**src/rtl/inst_sequencer.sv**
```systemverilog
`default_nettype none
// ============================================================================
// Module   : inst_sequencer
// Brief    : Moore FSM that fetches, decodes, executes and writes back one instruction at a time.
// Revision : 1.0 - initial release
// ============================================================================
module inst_sequencer #(
   parameter int PC_W     = 8,
   parameter int MAX_WAIT = 15
) (
   input  logic            clk,
   input  logic            reset,
   input  logic            start,
   output logic            imem_req,
   output logic [PC_W-1:0] imem_addr,
   input  logic            imem_ack,
   input  logic [31:0]     imem_data,
   output logic [31:0]     ir,
   output logic            rf_re,
   output logic            alu_en,
   output logic            rf_we,
   output logic            busy,
   output logic            halted,
   output logic            fault,
   output logic [15:0]     retired
);

   localparam int                 WAIT_W    = (MAX_WAIT < 1) ? 1 : $clog2(MAX_WAIT + 1);
   localparam logic [WAIT_W-1:0]  WAIT_MAX  = WAIT_W'(MAX_WAIT);
   localparam logic [31:0]        HALT_WORD = 32'hFFFF_FFFF;

   typedef enum logic [2:0] {
      S_IDLE   = 3'd0,
      S_FETCH  = 3'd1,
      S_DECODE = 3'd2,
      S_EXEC   = 3'd3,
      S_WB     = 3'd4,
      S_HALT   = 3'd5,
      S_ERR    = 3'd6
   } state_t;

   state_t            state_q, state_d;
   logic [PC_W-1:0]   pc_q, pc_d;
   logic [31:0]       ir_q, ir_d;
   logic [WAIT_W-1:0] wait_q, wait_d;
   logic [15:0]       retired_q, retired_d;
   logic              retire;

   always_ff @(posedge clk) begin
      if (reset) begin
         state_q   <= S_IDLE;
         pc_q      <= '0;
         ir_q      <= '0;
         wait_q    <= '0;
         retired_q <= '0;
      end else begin
         state_q   <= state_d;
         pc_q      <= pc_d;
         ir_q      <= ir_d;
         wait_q    <= wait_d;
         retired_q <= retired_d;
      end
   end

   always_comb begin
      state_d   = state_q;
      pc_d      = pc_q;
      ir_d      = ir_q;
      wait_d    = wait_q;
      retired_d = retired_q;
      retire    = 1'b0;
      case (state_q)
         S_IDLE: begin
            if (start) begin
               state_d = S_FETCH;
               wait_d  = '0;
            end
         end
         S_FETCH: begin
            // An ack arriving on the last allowed cycle still wins over the timeout.
            if (imem_ack) begin
               ir_d    = imem_data;
               state_d = S_DECODE;
            end else if (wait_q == WAIT_MAX) begin
               state_d = S_ERR;
            end else begin
               wait_d = wait_q + 1'b1;
            end
         end
         S_DECODE: state_d = (ir_q == HALT_WORD) ? S_HALT : S_EXEC;
         S_EXEC: begin
            if (ir_q[18:15] != 4'b0000) state_d = S_WB;
            else                        retire  = 1'b1;
         end
         S_WB:    retire  = 1'b1;
         S_HALT:  state_d = S_HALT;
         S_ERR:   state_d = S_ERR;
         default: state_d = S_IDLE;
      endcase

      if (retire) begin
         state_d = S_FETCH;
         wait_d  = '0;
         pc_d    = pc_q + 1'b1;
         if (retired_q != 16'hFFFF) retired_d = retired_q + 16'd1;
      end
   end

   always_comb begin
      imem_req = (state_q == S_FETCH);
      rf_re    = (state_q == S_DECODE);
      alu_en   = (state_q == S_EXEC);
      rf_we    = (state_q == S_WB);
      halted   = (state_q == S_HALT);
      fault    = (state_q == S_ERR);
      busy     = (state_q != S_IDLE) && (state_q != S_HALT) && (state_q != S_ERR);
   end

   assign imem_addr = pc_q;
   assign ir        = ir_q;
   assign retired   = retired_q;

endmodule
`default_nettype wire

```
**config.mk**
```make
export PLATFORM = sky130hd
export DESIGN_NAME = inst_sequencer
export DESIGN_NICKNAME = d
export VERILOG_FILES = /design/src/rtl/inst_sequencer.sv
export SDC_FILE = /design/constraint.sdc
export NUM_CORES = 1
export LEC_CHECK = 0
export CAP_MARGIN = 10
export CORE_MARGIN = 5
export CORE_UTILIZATION = 41
export DETAILED_ROUTE_END_ITERATION = 10
export PLACE_DENSITY_LB_ADDON = 0.12
export SLEW_MARGIN = 20
export SYNTH_ARGS = -nofsm -noshare
export SYNTH_HDL_FRONTEND = slang
export SYNTH_SLANG_ARGS = --single-unit
export TNS_END_PERCENT = 10
```
**constraint.sdc**
```tcl
create_clock -name clk -period 1.87 [get_ports clk]
set_clock_uncertainty 0.15 [all_clocks]
set_input_delay 0.374 -clock clk [delete_from_list [all_inputs] [get_ports clk]]
set_output_delay 0.374 -clock clk [all_outputs]
set_load 0.05 [all_outputs]
```
==> reports/results.txt, run 1 <==
Status = complete, but fails checks
Failing checks = negative setup slack
Share of layout cells above drive strength 1 = 33.6%
CP Data Arrival Time = 1.43 ns
Syn nets = 398
Crit. End Element = primary output
Hold Crit Class = register to register
Sw frac = 29.4%
PnR worst setup slack = -0.0804 ns
Clock Latency Late Sink = 0.33 ns
First-pass GRT wire length = 13700 um
TritonRoute pass-1 iters = 4
CP startpoint kind = register
Fmax = 513 MHz
Die width = 94.2 um
Synth top area cells = dfxtp_1 43%, nand2_1 9.9%, a21oi_1 8.6%
Tot Pwr = 3.56 mW
CTS Buf Count = 9
Unique masters post-synth = 49
Main synth FF type = dfxtp_1
WS Path Type = register to primary output
DP Worst Slack = -0.0265 ns
Synth Warn # = 0
CTS tree = yes
Port buffer count = 98
Syn_area_per_cell = 8.10 um2
Leak = 1.72 nW
Gr ovfl total = 0
Async SR Flop Fraction = 0%
Initial antenna violation count = 0
Internal power = 2.51 mW
Row count = 30
Die area = 8880 um2
First-iteration detailed-routing DRC count = 158
Mapped Area = 2910 um2
Routed vias/inst = 5.35
Clock power share = 36.0%
DRC = 0
Max-slew headroom = 64.5%
Final Net Count = 513
Final HPWL DP = 6030 um
Share of the synthesized area in the top cell type = 43.4%
CTS sink cnt = 63
Fraction of the cycle the final worst path needs = 104%
Worst-margin pin slew = 0.532 ns
Setup TNS = -0.410 ns
Cell taking the most area after synthesis = dfxtp_1
Sequential share of the synthesized area = 43.4%
Hold_ws = 0.327 ns
Post-Synthesis Cells = 359
Flop pwr share = 40.7%
Area grow syn2layout = 56.3%
Clock period minus worst slack = 1.95 ns
Post-synth EDFFs = 0
Total GRT Usage = 19.2%
Initial Util = 42.6%
Worst VDD drop = 0.548 mV
Number of global-route vias before repair = 2925
WP data required = 1.35 ns
Ant. Diodes = 0
WL/cell = 14.8 um
Max-slew violations = 0
Vias post-DR = 3076
Final Hold Fails = 0
H-tree depth = 3
Combinational share of power = 23.3%
IO Count = 99
Die Y = 94.2 um
Routed Wire Length = 8530 um
GPL Wtd Cong = 0.902
Max_cap viols = 0
CTS Root Cell = clkbuf_8
Setup violators final = 13
Pwr Density = 782 nW/um2
Unrepaired setup endpoints after global routing = true
Largest net degree at the start of global routing = 36
Post-route ant nets = 0
Core footprint = 6830 um2
Most frequent cells in the layout = 77 x nand2_1, 77 x buf_4, 46 x dfxtp_1, 45 x a21oi_1, 34 x clkdlybuf4s50_1
Clk buf depth = 2
CTS clk-pin slew, worst paths = 0.07 ns
Yosys reg bits = 63
Max FO, Critical Path = 3
Psw = 1.05 mW
==> per-layer routing <==
layer	share of wire [%]	GRT usage [%]	vias up
li1	-	-	1523
met1	43	23.5	1435
met2	48	31.2	102
met3	7.3	6.01	16
met4	1.9	7.82	0
met5	0	0	-
==> state kept, by name (all words and copies together) (netlist names) <==
register,count
imem_addr,8
wait_q,4
state_q,3
ir,32
retired,16
==> metrics by stage <==
stage	cell area (um2)	std cells	util, %
after floorplan	3010	359	-
after global placement	4180	553	61.2
after detailed placement	4180	553	61.2
after CTS	4480	574	65.5
after global routing	4550	575	66.6
final	4550	575	66.6
==> cells by family after synthesis <==
logic type	share of synthesized area [%]
compound gates	16.0
mux	3.01
flops	43.4
xor+xnor	0.602
buf+inv	4.52
simple gates	31.2
fa+ha+maj	1.29
==> final timing paths <==
kind | from | endpoint | slack [ns] | cells past startpoint
hold reg to reg | ir[24] | ir[24] | 0.33 | 2
hold / removal | ir[24] | ir[24] | 0.33 | 2
setup / recovery | state_q[2] | busy | -0.08 | 5
setup reg to reg | state_q[2] | retired[9] | -0.05 | 6
==> Yosys cell counts (all sizes together), types with 3 or more instances <==
library cell / number
a21oi: 51
ha: 3
nor2: 17
mux2: 6
or3: 5
nor4: 11
inv: 4
clkbuf: 14
nand4: 17
nor2b: 6
nand3: 11
nand2: 77
nor3b: 5
o21ai: 7
nand2b: 3
buf: 10
dfxtp: 63
and3: 3
nor3: 3
o31ai: 8
or4: 9
==> worst max-delay path: stages, from the launching register on <==
cell and delay, ns:
dfxtp_4 0.36, buf_6 0.11, clkinvlp_4 0.13, nor3b_4 0.27, nor2_2 0.08, buf_12 0.15
==> area by class of cell <==
cell class	instances	area, um2
timing repair buffer	128	1230
fill	583	2280
sequential	63	1300
multi-input combinational	268	1660
clock inverter	2	35.0
inverter	4	21.3
tap	96	120
clock buffer	14	184
==> timing repair <==
action | CTS | global route
gates resized for setup | 11 | 17
setup endpoints to repair | 30 | 25
hold buffers | 0 | 0
buffers inserted | 5 | 1
pin swaps | 8 | 3
cloned | 0 | 0
==> power by group through the flow <==
stage	clock, mW	sequential [mW]	combinational (mW)
after floorplan	0	1.63	0.314
after global placement	0	1.48	0.799
after detailed placement	0	1.48	0.807
after CTS	1.31	1.45	0.826
after global routing	1.38	1.45	0.881
final	1.28	1.45	0.828
(Power assumes the default switching activity.)
==> run 2: changes to the inputs <==
- GPL_ROUTABILITY_DRIVEN: unset -> 0
==> results of run 2 <==
Final layout, timing and power as in run 1 (identical DEF).
==> run 3: changes to the inputs <==
- PLACE_DENSITY: unset -> 0.77
- PLACE_DENSITY_LB_ADDON: 0.12 -> unset
==> run 3 against run 2 <==
  * The flow still finishes with violations (negative setup slack)
  * Sequential cell count stayed put
  * Total power grew 1.3%
  * Largest power group unchanged
  * Clock-buffer cell count decreased by 5
  * Worst hold slack got worse by 0.0041 ns
  * Via count up 0.13%
  * Final cell count rose by 0.17%
  * Core utilization shrank 0.24 points
  * Critical path type unchanged
  * Routed wire length is 1.5% lower
  * Combinational power increased by 1%
  * First-iteration DRC count up 5.7%
==> reports/results.txt, run 3 (same netlist as run 1, synthesis figures left out) <==
Die Y = 94.2 um (unchanged)
Initial Util = 42.6% (unchanged)
Crit. End Element = primary output (unchanged)
Crit path from = state_q[2] (unchanged)
Met3 usage = 4.81% (was 6.01%)
Final HPWL DP = 5970 um (was 6030 um)
CP startpoint kind = register (unchanged)
Max reg flops = 32 (unchanged)
Initial antenna violation count = 0 (unchanged)
Worst r2r path cells = 6 (unchanged)
Status = complete, but fails checks (unchanged)
Worst VDD drop = 0.468 mV (was 0.548 mV)
Final Hold Fails = 0 (unchanged)
CTS clk-pin slew, worst paths = 0.07 ns (about the same)
Leak = 1.73 nW (was 1.72 nW)
Tot Pwr = 3.60 mW (was 3.56 mW)
Core footprint = 6830 um2 (unchanged)
Max-slew headroom = 64.8% (was 64.5%)
PnR worst setup slack = -0.109 ns (was -0.0804 ns)
Pwr Density = 795 nW/um2 (was 782 nW/um2)
Commonest non-fill, non-tap cell in the layout = nand2_1
Die area = 8880 um2 (unchanged)
Max-slew violations = 0 (unchanged)
Fmax = 505 MHz (was 513 MHz)
Met1 GRT Util = 23.6% (was 23.5%)
Met2 usage = 32.6% (was 31.2%)
DP Worst Slack = -0.0154 ns (was -0.0265 ns)
H-tree depth = 3 (unchanged)
Number of global-route vias before repair = 2894 (was 2925)
R2R setup slack = 0 ns (was -0.05 ns)
Port buffer count = 98 (unchanged)
IO Count = 99 (unchanged)
First-iteration detailed-routing DRC count = 167 (was 158)
Ant. Diodes = 0 (unchanged)
Max FO, Critical Path = 4 (was 3)
First-pass GRT wire length = 13700 um (about the same)
WP data required = 1.35 ns (about the same)
Vias post-DR = 3080 (was 3076)
Most frequent cells in the layout = 77 x nand2_1, 76 x buf_4, 47 x dfxtp_1, 46 x a21oi_1, 34 x clkdlybuf4s50_1 (was 77 x nand2_1, 77 x buf_4, 46 x dfxtp_1, 45 x a21oi_1, 34 x clkdlybuf4s50_1)
TritonRoute pass-1 iters = 4 (unchanged)
Post-route ant nets = 0 (unchanged)
Clock period minus worst slack = 1.98 ns (was 1.95 ns)
Setup violators final = 4 (was 13)
Worst-margin pin slew = 0.524 ns (was 0.532 ns)
CTS sink cnt = 63 (unchanged)
Area grow syn2layout = 55.7% (was 56.3%)
Final Net Count = 514 (was 513)
CTS Root Cell = clkbuf_8 (unchanged)
Largest net degree at the start of global routing = 33 (was 36)
CP Data Arrival Time = 1.45 ns (was 1.43 ns)
Total GRT Usage = 19.2% (unchanged)
Critical Path Sink = busy (unchanged)
R2R Path End = retired[4] (was retired[9])
RR Startpoint = state_q[2] (unchanged)
WS Path Type = register to primary output (unchanged)
DRC = 0 (unchanged)
WL/cell = 14.6 um (was 14.8 um)
Most crowded layer after global routing = met2 (unchanged)
Routed Wire Length = 8400 um (was 8530 um)
Row count = 30 (unchanged)
Clk buf depth = 2 (unchanged)
Share of layout cells above drive strength 1 = 33.5% (was 33.6%)
Setup TNS = -0.278 ns (was -0.410 ns)
Gr ovfl total = 0 (unchanged)
Final core utilization = 66.3% (was 66.6%)
Fraction of the cycle the final worst path needs = 106% (was 104%)
Clock Latency Late Sink = 0.34 ns (was 0.33 ns)
Routed vias/inst = 5.35 (about the same)
Hold Crit Class = register to register (unchanged)
Max_cap viols = 0 (unchanged)
CTS Buf Count = 9 (unchanged)
CTS tree = yes (unchanged)
Unrepaired setup endpoints after global routing = true (unchanged)
Failing checks = negative setup slack (unchanged)
Die width = 94.2 um (unchanged)
run 3: stage by stage:
step                area, um2  cells  hold WS [ns]
floorplan                3010    359         0.336
global placement         4180    553         0.311
detailed placement       4180    553         0.314
CTS                      4460    573         0.324
global route             4530    576         0.351
finish                   4530    576         0.323
run 3: what timing repair did:
action                     4_1_cts  5_1_grt
setup endpoints to repair       38       22
pin swaps                        3        9
setup buffers                    4        3
gates resized for setup         10       11
hold buffers                     0        0
run 3: area by class of cell:
cell class                      instances  area (um2)
Clock buffer                            9         124
Clock inverter                          7        96.3
Fill cell                             563        2300
Inverter                                4        21.3
Multi-Input combinational cell        268        1640
Sequential cell                        63        1290
Tap cell                               96         120
Timing Repair Buffer                  129        1240
run 3: critical path, stage by stage, from the launching register on:
cell        delay [ns]
dfxtp_4           0.37
buf_6             0.11
clkinvlp_4        0.13
nor3b_4           0.28
nor2_2            0.09
buf_12            0.15
run 3: where the power goes:
group | switching (mW) | internal (mW) | total (mW)
Combinational | 0.488 | 0.353 | 0.840
Sequential | 0.0555 | 1.40 | 1.45
Clock | 0.554 | 0.754 | 1.31
run 3: layer usage:
layer,up-vias,share of wire (%)
met1,1448,43
li1,1532,-
met2,93,51
met5,-,0
met4,0,1.2
met3,7,5.2
run 3: worst min path at each step:
stage | startpoint | endpoint | slack (ns) | depth (start not counted)
4_1_cts | ir[19] | ir[19] | 0.32 | 2
3_5_place_dp | ir[19] | ir[19] | 0.31 | 2
6_report | ir[19] | ir[19] | 0.32 | 2
3_3_place_gp | ir[10] | ir[10] | 0.31 | 2
5_1_grt | ir[19] | ir[19] | 0.35 | 2
2_1_floorplan | wait_q[0] | wait_q[0] | 0.34 | 1
